--- config.mk ---
export PLATFORM = sky130hd
export DESIGN_NAME = usr_shift_sequencer
export DESIGN_NICKNAME = d
export VERILOG_FILES = /design/src/rtl/usr_shift_sequencer.sv
export SDC_FILE = /design/constraint.sdc
export NUM_CORES = 1
export LEC_CHECK = 0
export CAP_MARGIN = 10
export CORE_MARGIN = 3
export CORE_UTILIZATION = 41
export DETAILED_ROUTE_END_ITERATION = 16
export MAX_ROUTING_LAYER = met4
export PLACE_DENSITY = 0.88
export SLEW_MARGIN = 15
export SYNTH_ARGS = -nofsm -noshare
export SYNTH_HDL_FRONTEND = slang
export SYNTH_SLANG_ARGS = --single-unit
--- constraint.sdc ---
create_clock -name clk -period 2.15 [get_ports clk]
set_input_delay 0.3225 -clock clk [delete_from_list [all_inputs] [get_ports clk]]
set_output_delay 0.3225 -clock clk [all_outputs]
set_load 0.05 [all_outputs]
--- src/rtl/usr_shift_sequencer.sv ---
// usr_shift_sequencer: valid/ready command sequencer driving an 8-bit universal shift register.
// Optional rotate support is enabled by defining USR_SEQ_ROTATE_EN.
module usr_shift_sequencer #(
  parameter int WIDTH = 8,
  parameter int CNT_W = 4
) (
  input  logic             clk,
  input  logic             reset,
  input  logic             cmd_valid,
  output logic             cmd_ready,
  input  logic [1:0]       cmd_op,
  input  logic [CNT_W-1:0] cmd_count,
  input  logic             cmd_fill,
  input  logic             cmd_rotate,
  input  logic [WIDTH-1:0] cmd_data,
  output logic [1:0]       usr_mode,
  output logic             usr_serial_left,
  output logic             usr_serial_right,
  output logic [WIDTH-1:0] usr_parallel_in,
  input  logic [WIDTH-1:0] usr_q,
  output logic             busy,
  output logic             done,
  output logic [WIDTH-1:0] result
);
  localparam logic [1:0] IDLE = 2'd0, RUN = 2'd1, DONE = 2'd2;
  logic [1:0]       state, op;
  logic [CNT_W-1:0] cnt;
  logic             fill, rot, accept, run, go, sr, sl;
  logic [WIDTH-1:0] data;
  assign accept    = cmd_valid & cmd_ready;
  assign run       = state == RUN;
  // NOP and zero-length shifts skip RUN so the register never sees a mode pulse
  assign go        = cmd_op == 2'b11 || (cmd_op != 2'b00 && cmd_count != '0);
  assign cmd_ready = state == IDLE;
  assign busy      = state != IDLE;
  assign done      = state == DONE;
  assign usr_mode  = run ? op : 2'b00;
  assign usr_parallel_in  = data;
  assign usr_serial_right = run & sr;
  assign usr_serial_left  = run & sl;
`ifdef USR_SEQ_ROTATE_EN
  assign sr = rot && op == 2'b01 ? usr_q[WIDTH-1] : fill;
  assign sl = rot && op == 2'b10 ? usr_q[0] : fill;
  always_ff @(posedge clk or posedge reset)
    if (reset) rot <= 1'b0;
    else if (accept) rot <= cmd_rotate;
`else
  logic unused_rotate;
  assign unused_rotate = cmd_rotate;
  assign rot = 1'b0;
  assign sr  = fill;
  assign sl  = fill;
`endif
  always_ff @(posedge clk or posedge reset)
    if (reset) begin
      state  <= IDLE;
      op     <= 2'b00;
      cnt    <= '0;
      fill   <= 1'b0;
      data   <= '0;
      result <= '0;
    end else begin
      if (accept) begin
        op   <= cmd_op;
        fill <= cmd_fill;
        data <= cmd_data;
        cnt  <= cmd_op == 2'b11 ? CNT_W'(1) : cmd_count;
      end else if (run) begin
        cnt <= cnt - CNT_W'(1);
      end
      if (done) result <= usr_q;
      state <= state == IDLE ? (accept ? (go ? RUN : DONE) : IDLE)
             : run ? (cnt == CNT_W'(1) ? DONE : RUN) : IDLE;
    end
endmodule

Word-level counts from Yosys, hierarchy flattened. Cells that the tools add are included.

Register bits after elaboration: 25. Output and inout bits: 23. Logic and storage cells: 29.

Add/subtract/negate cells: 1. Equal/unequal tests: 4. Multiplexer cells: 9. Bitwise gates (word level): 2. Reductions and logical operators: 7.

Operators by type and width (number): 2-bit two-way mux (6); 4-bit two-way mux (3); 2-bit nonzero test (3); 2-bit equality test, second input constant (2); 4-bit by 1-bit equality test with 1-bit output, second input constant (1); 4-bit nonzero test (1); 4-bit by 1-bit subtractor with 4-bit output, second input constant (1); 1-bit bitwise AND (2); 2-bit by 1-bit equality test with 1-bit output, second input constant (1); 2-bit zero test (1); 1-bit logical AND (1); 1-bit logical OR (1).

Longest topological paths before layout.
Word-level depth: 6. Gate-level depth with buffers: 5. Gate-level depth less buffers: 5.

Worst setup path before layout. OpenSTA, ideal clock, no wires.

Path kind: reg2out. Start point: reg state[0]. End point: out usr_serial_right. Data arrival time: 1.428 ns. Required time: 1.827 ns. Setup slack: 0.400 ns. Stages on the path, launching flop included: 4. Path buffers: 1. Path through: dfrtp_1 -> nor2b_1 -> and2_1 -> buf_4.

Longest elaborated chain between the ends: 2.

Ends and longest elaborated chain: from (decl) (RTL line 26) `logic [1:0] state, op;`; from (signal assigned) (RTL line 72) `state <= state == IDLE ? (accept ? (go ? RUN : DONE) : IDLE)`; 2-bit by 1-bit equality test with 1-bit output (RTL line 31) `assign run = state == RUN;`; 1-bit bitwise AND; to (decl) (RTL line 18) `output logic usr_serial_right,`.

Every way passes these cells.

Worst setup path after layout.
Start point: reg state[0]. End point: out usr_serial_left.

Longest elaborated chain between the ends: 2.

Ends and longest elaborated chain: 2-bit by 1-bit equality test with 1-bit output (RTL line 31); 1-bit bitwise AND (RTL line 40) `assign usr_serial_left = run & sl;`; to (decl) (RTL line 17) `output logic usr_serial_left,`.

Every way passes these cells.

==> metrics.json <==
{
  "cts_tree": "built",
  "maxCapViolCount": 0,
  "number_of_core_rows": 18,
  "power.density_mw_per_mm2": 1741,
  "design_area_mm2": 0.001672,
  "timing.final.crit_period_ns": 1.944,
  "grt_remaining_overflow": 0,
  "path_clk_slew_ns": 0.13,
  "dieArea_mm2": 0.003456,
  "ys_warn_count": 0,
  "core_area_mm2": 0.002567,
  "p_seq_share_pct": 29.6,
  "use_met3_pct": 5.044,
  "final_cell_mix": "sky130_fd_sc_hd__clkdlybuf4s50_1, sky130_fd_sc_hd__dfrtp_1, sky130_fd_sc_hd__mux2_2, sky130_fd_sc_hd__buf_4, sky130_fd_sc_hd__inv_1",
  "grt_first_pass_wirelength_um": 4305,
  "drv_slew": 0,
  "rsz0062_at_grt": "false",
  "syn-num-nets": 116,
  "portBuffers": 48,
  "actual_transition_at_the_worst_max_transition_pin_ns": 0.5147,
  "detailedRoute.firstPassIterationCount": 4,
  "final_common_cell": "sky130_fd_sc_hd__clkdlybuf4s50_1",
  "synth.ff_latch_count": 25,
  "setup-tns-final_ns": 0,
  "insertion_delay_ns": 0.32,
  "post_synth_inst_count": 87,
  "boundaryPins": 50,
  "track_usage_pct": 16.98,
  "detail_route.wl_per_cell_um": 14.78,
  "drt-vias-per-instance": 5.101,
  "post-layout-total-power_mw": 2.911,
  "design.final.nets": 168,
  "placed_cells": 164,
  "vias_in_the_first_global_route": 955,
  "switchingPower_mw": 1.421,
  "clock_tree.root_cell": "sky130_fd_sc_hd__clkbuf_4",
  "mappedNetlistArea_mm2": 0.001142,
  "slew_headroom_pct": 65.58,
  "syn-mean-instance-area_um2": 13.13,
  "post_route_cells_drive_above_1_share_pct": 24.64,
  "intPower_mw": 1.490,
  "fin_skew_ns": 0.001561,
  "share_comb_of_total_power_pct": 63.2,
  "place_hpwl_um": 1979,
  "cts_hold_repair.buffers": 0,
  "netSwitchingFraction_pct": 48.83,
  "status": "finished, final reports clean",
  "gr-usage-met1_pct": 18.90,
  "global_route.usage.met2_pct": 29.02,
  "htree_num_levels": 1,
  "die_w_um": 58.79,
  "place.gp.congestion": 0.7620,
  "power.ir.vdd_worst_mv": 1.257,
  "initial_antenna_violation_count": 0,
  "max_freq_mhz": 514.4,
  "total_leakage_power_nw": 0.7304,
  "crit_path_end_kind": "output pin",
  "required_time_worst_endpoint_ns": 1.83,
  "placed_standard_cell_area_mm2": 0.001645,
  "fin_cells": 168,
  "ant_diodes": 0,
  "yosys.cell_types.count": 31,
  "antenna_viol_nets_final": 0,
  "number_of_design_rule_violations_left_after_detail_routing": 0,
  "initial_core_util_pct": 44.49,
  "post-cts-setup-buffers": 0,
  "cts-root-to-sink-buffers": 2,
  "hold_path_class": "in -> async",
  "grt_start_max_net_pins": 17,
  "flow.area_growth_from_synthesis_pct": 46.33,
  "highest_utilization_routing_layer_at_the_global_route_stage": "met2",
  "total_number_of_clock_tree_sinks": 25,
  "critical_path.max_fanout": 8,
  "synth_seq_area_share_pct": 54.76,
  "class_of_the_most_critical_setup_path": "reg -> out",
  "number_of_hold_violations_in_the_final_report": 0,
  "routed_wirelength_um": 2483,
  "drt_first_iter_violations": 23,
  "power.share.clock_pct": 7.2,
  "crit_path_start_kind": "flip-flop",
  "finalSetupViolations": 0,
  "min_period_over_period_pct": 90.42,
  "die_y_um": 58.79,
  "arrival_ns": 1.62,
  "dr_total_vias": 857,
  "cts_inserted_buffers": 3
}
-- synth_stat cells (all sizes together) --
cell type	instances	area share (%)
or4	1	0.66
mux2i	1	0.88
or3b	1	0.77
xnor2	1	0.77
ha	2	2.2
nand2	3	0.99
or2b	1	0.66
xor2	1	0.77
a221oi	1	0.77
maj3	1	0.99
o221ai	1	0.77
nand2b	1	0.55
mux2	19	19
o21ai	1	0.44
and2b	1	0.66
or2	1	0.55
nor3b	2	1.3
nand3b	1	0.66
o21bai	1	0.66
nor2b	1	0.55
o2bb2ai	1	0.77
and2	4	2.2
buf	4	3.1
nand3	1	0.44
a21oi	4	1.8
inv	5	1.6
dfrtp	25	55
nor3	1	0.44
-- area by class of cell --
type	count	area, um2
clock buffer	3	22.52
clock inverter	1	5.005
fill	202	895.9
inverter	5	18.77
multi-input combinational	53	462.9
sequential	25	625.6
tap	30	37.54
timing repair buffer	51	499.2
-- layer usage --
metal / wire, um / up-vias
met1: 1028 / 419
met5: 0 / -
met3: 163 / 3
met4: 25 / 0
li1: - / 402
met2: 1265 / 33
-- final timing paths --
kind / from / end / slack (ns) / cells past startpoint
max: state[0]$_DFF_PP0_ / usr_serial_left / 0.21 / 3
min: reset / usr_parallel_in[3]$_DFFE_PP0P_ / 0.25 / 2
max reg2reg: state[0]$_DFF_PP0_ / usr_parallel_in[5]$_DFFE_PP0P_ / 0.58 / 3
min reg2reg: op[1]$_DFFE_PP0P_ / op[1]$_DFFE_PP0P_ / 0.52 / 1
max in group asynchronous: reset / cnt[2]$_DFFE_PP0P_ / 1.37 / 3
min in group clk: op[1]$_DFFE_PP0P_ / op[1]$_DFFE_PP0P_ / 0.52 / 1
-- power by group through the flow --
stage          Combinational (mW)  Clock (mW)  Sequential [mW]
6_report                     1.84       0.209            0.862
5_1_grt                      1.94       0.237            0.894
4_1_cts                      1.86       0.219            0.864
3_5_place_dp                 1.86           0            0.872
3_3_place_gp                 1.82           0            0.850
2_1_floorplan               0.770           0             1.38
-- registers in the layout, indices dropped and copies added (netlist names) --
| name | flops |
|---|---|
| usr_parallel_in | 8 |
| fill | 1 |
| op | 2 |
| cnt | 4 |
| state | 2 |
| result | 8 |
-- worst max-delay path, stage by stage, from the launching register on --
cell	delay, ns
sky130_fd_sc_hd__dfrtp_1	0.48
sky130_fd_sc_hd__nor2b_1	0.37
sky130_fd_sc_hd__and2_1	0.23
sky130_fd_sc_hd__buf_4	0.21
-- stage by stage --
stage / hold WS, ns / util (%) / worst slack (ns)
floorplan: 0.3498 / - / 0.4000
global placement: 0.4817 / 64.08 / 0.2743
detailed placement: 0.4892 / 64.08 / 0.2578
CTS: 0.2522 / 65.11 / 0.1925
global route: 0.2666 / 65.11 / 0.1038
finish: 0.2480 / 65.11 / 0.2060
-- cell families (layout without fill, tap and decap cells) --
| logic type | Yosys count | count (layout) | synth area share [%] |
|---|---|---|---|
| DFF | 25 | 25 | 54.76 |
| muxes | 20 | 20 | 20.26 |
| and+or+nand+nor | 19 | 19 | 10.41 |
| AOI/OAI and AO/OA | 9 | 9 | 5.148 |
| buffers and inverters | 9 | 60 | 4.710 |
| adders and majority gates | 3 | 3 | 3.176 |
| xor gates and xnor gates | 2 | 2 | 1.534 |
-- timing repair --
action	4_1_cts	5_1_grt
hold endpoints to repair	0	0
resized for setup	1	0
endpoints found under the setup margin	1	0
Note: power is estimated with default switching activity, not from simulation.
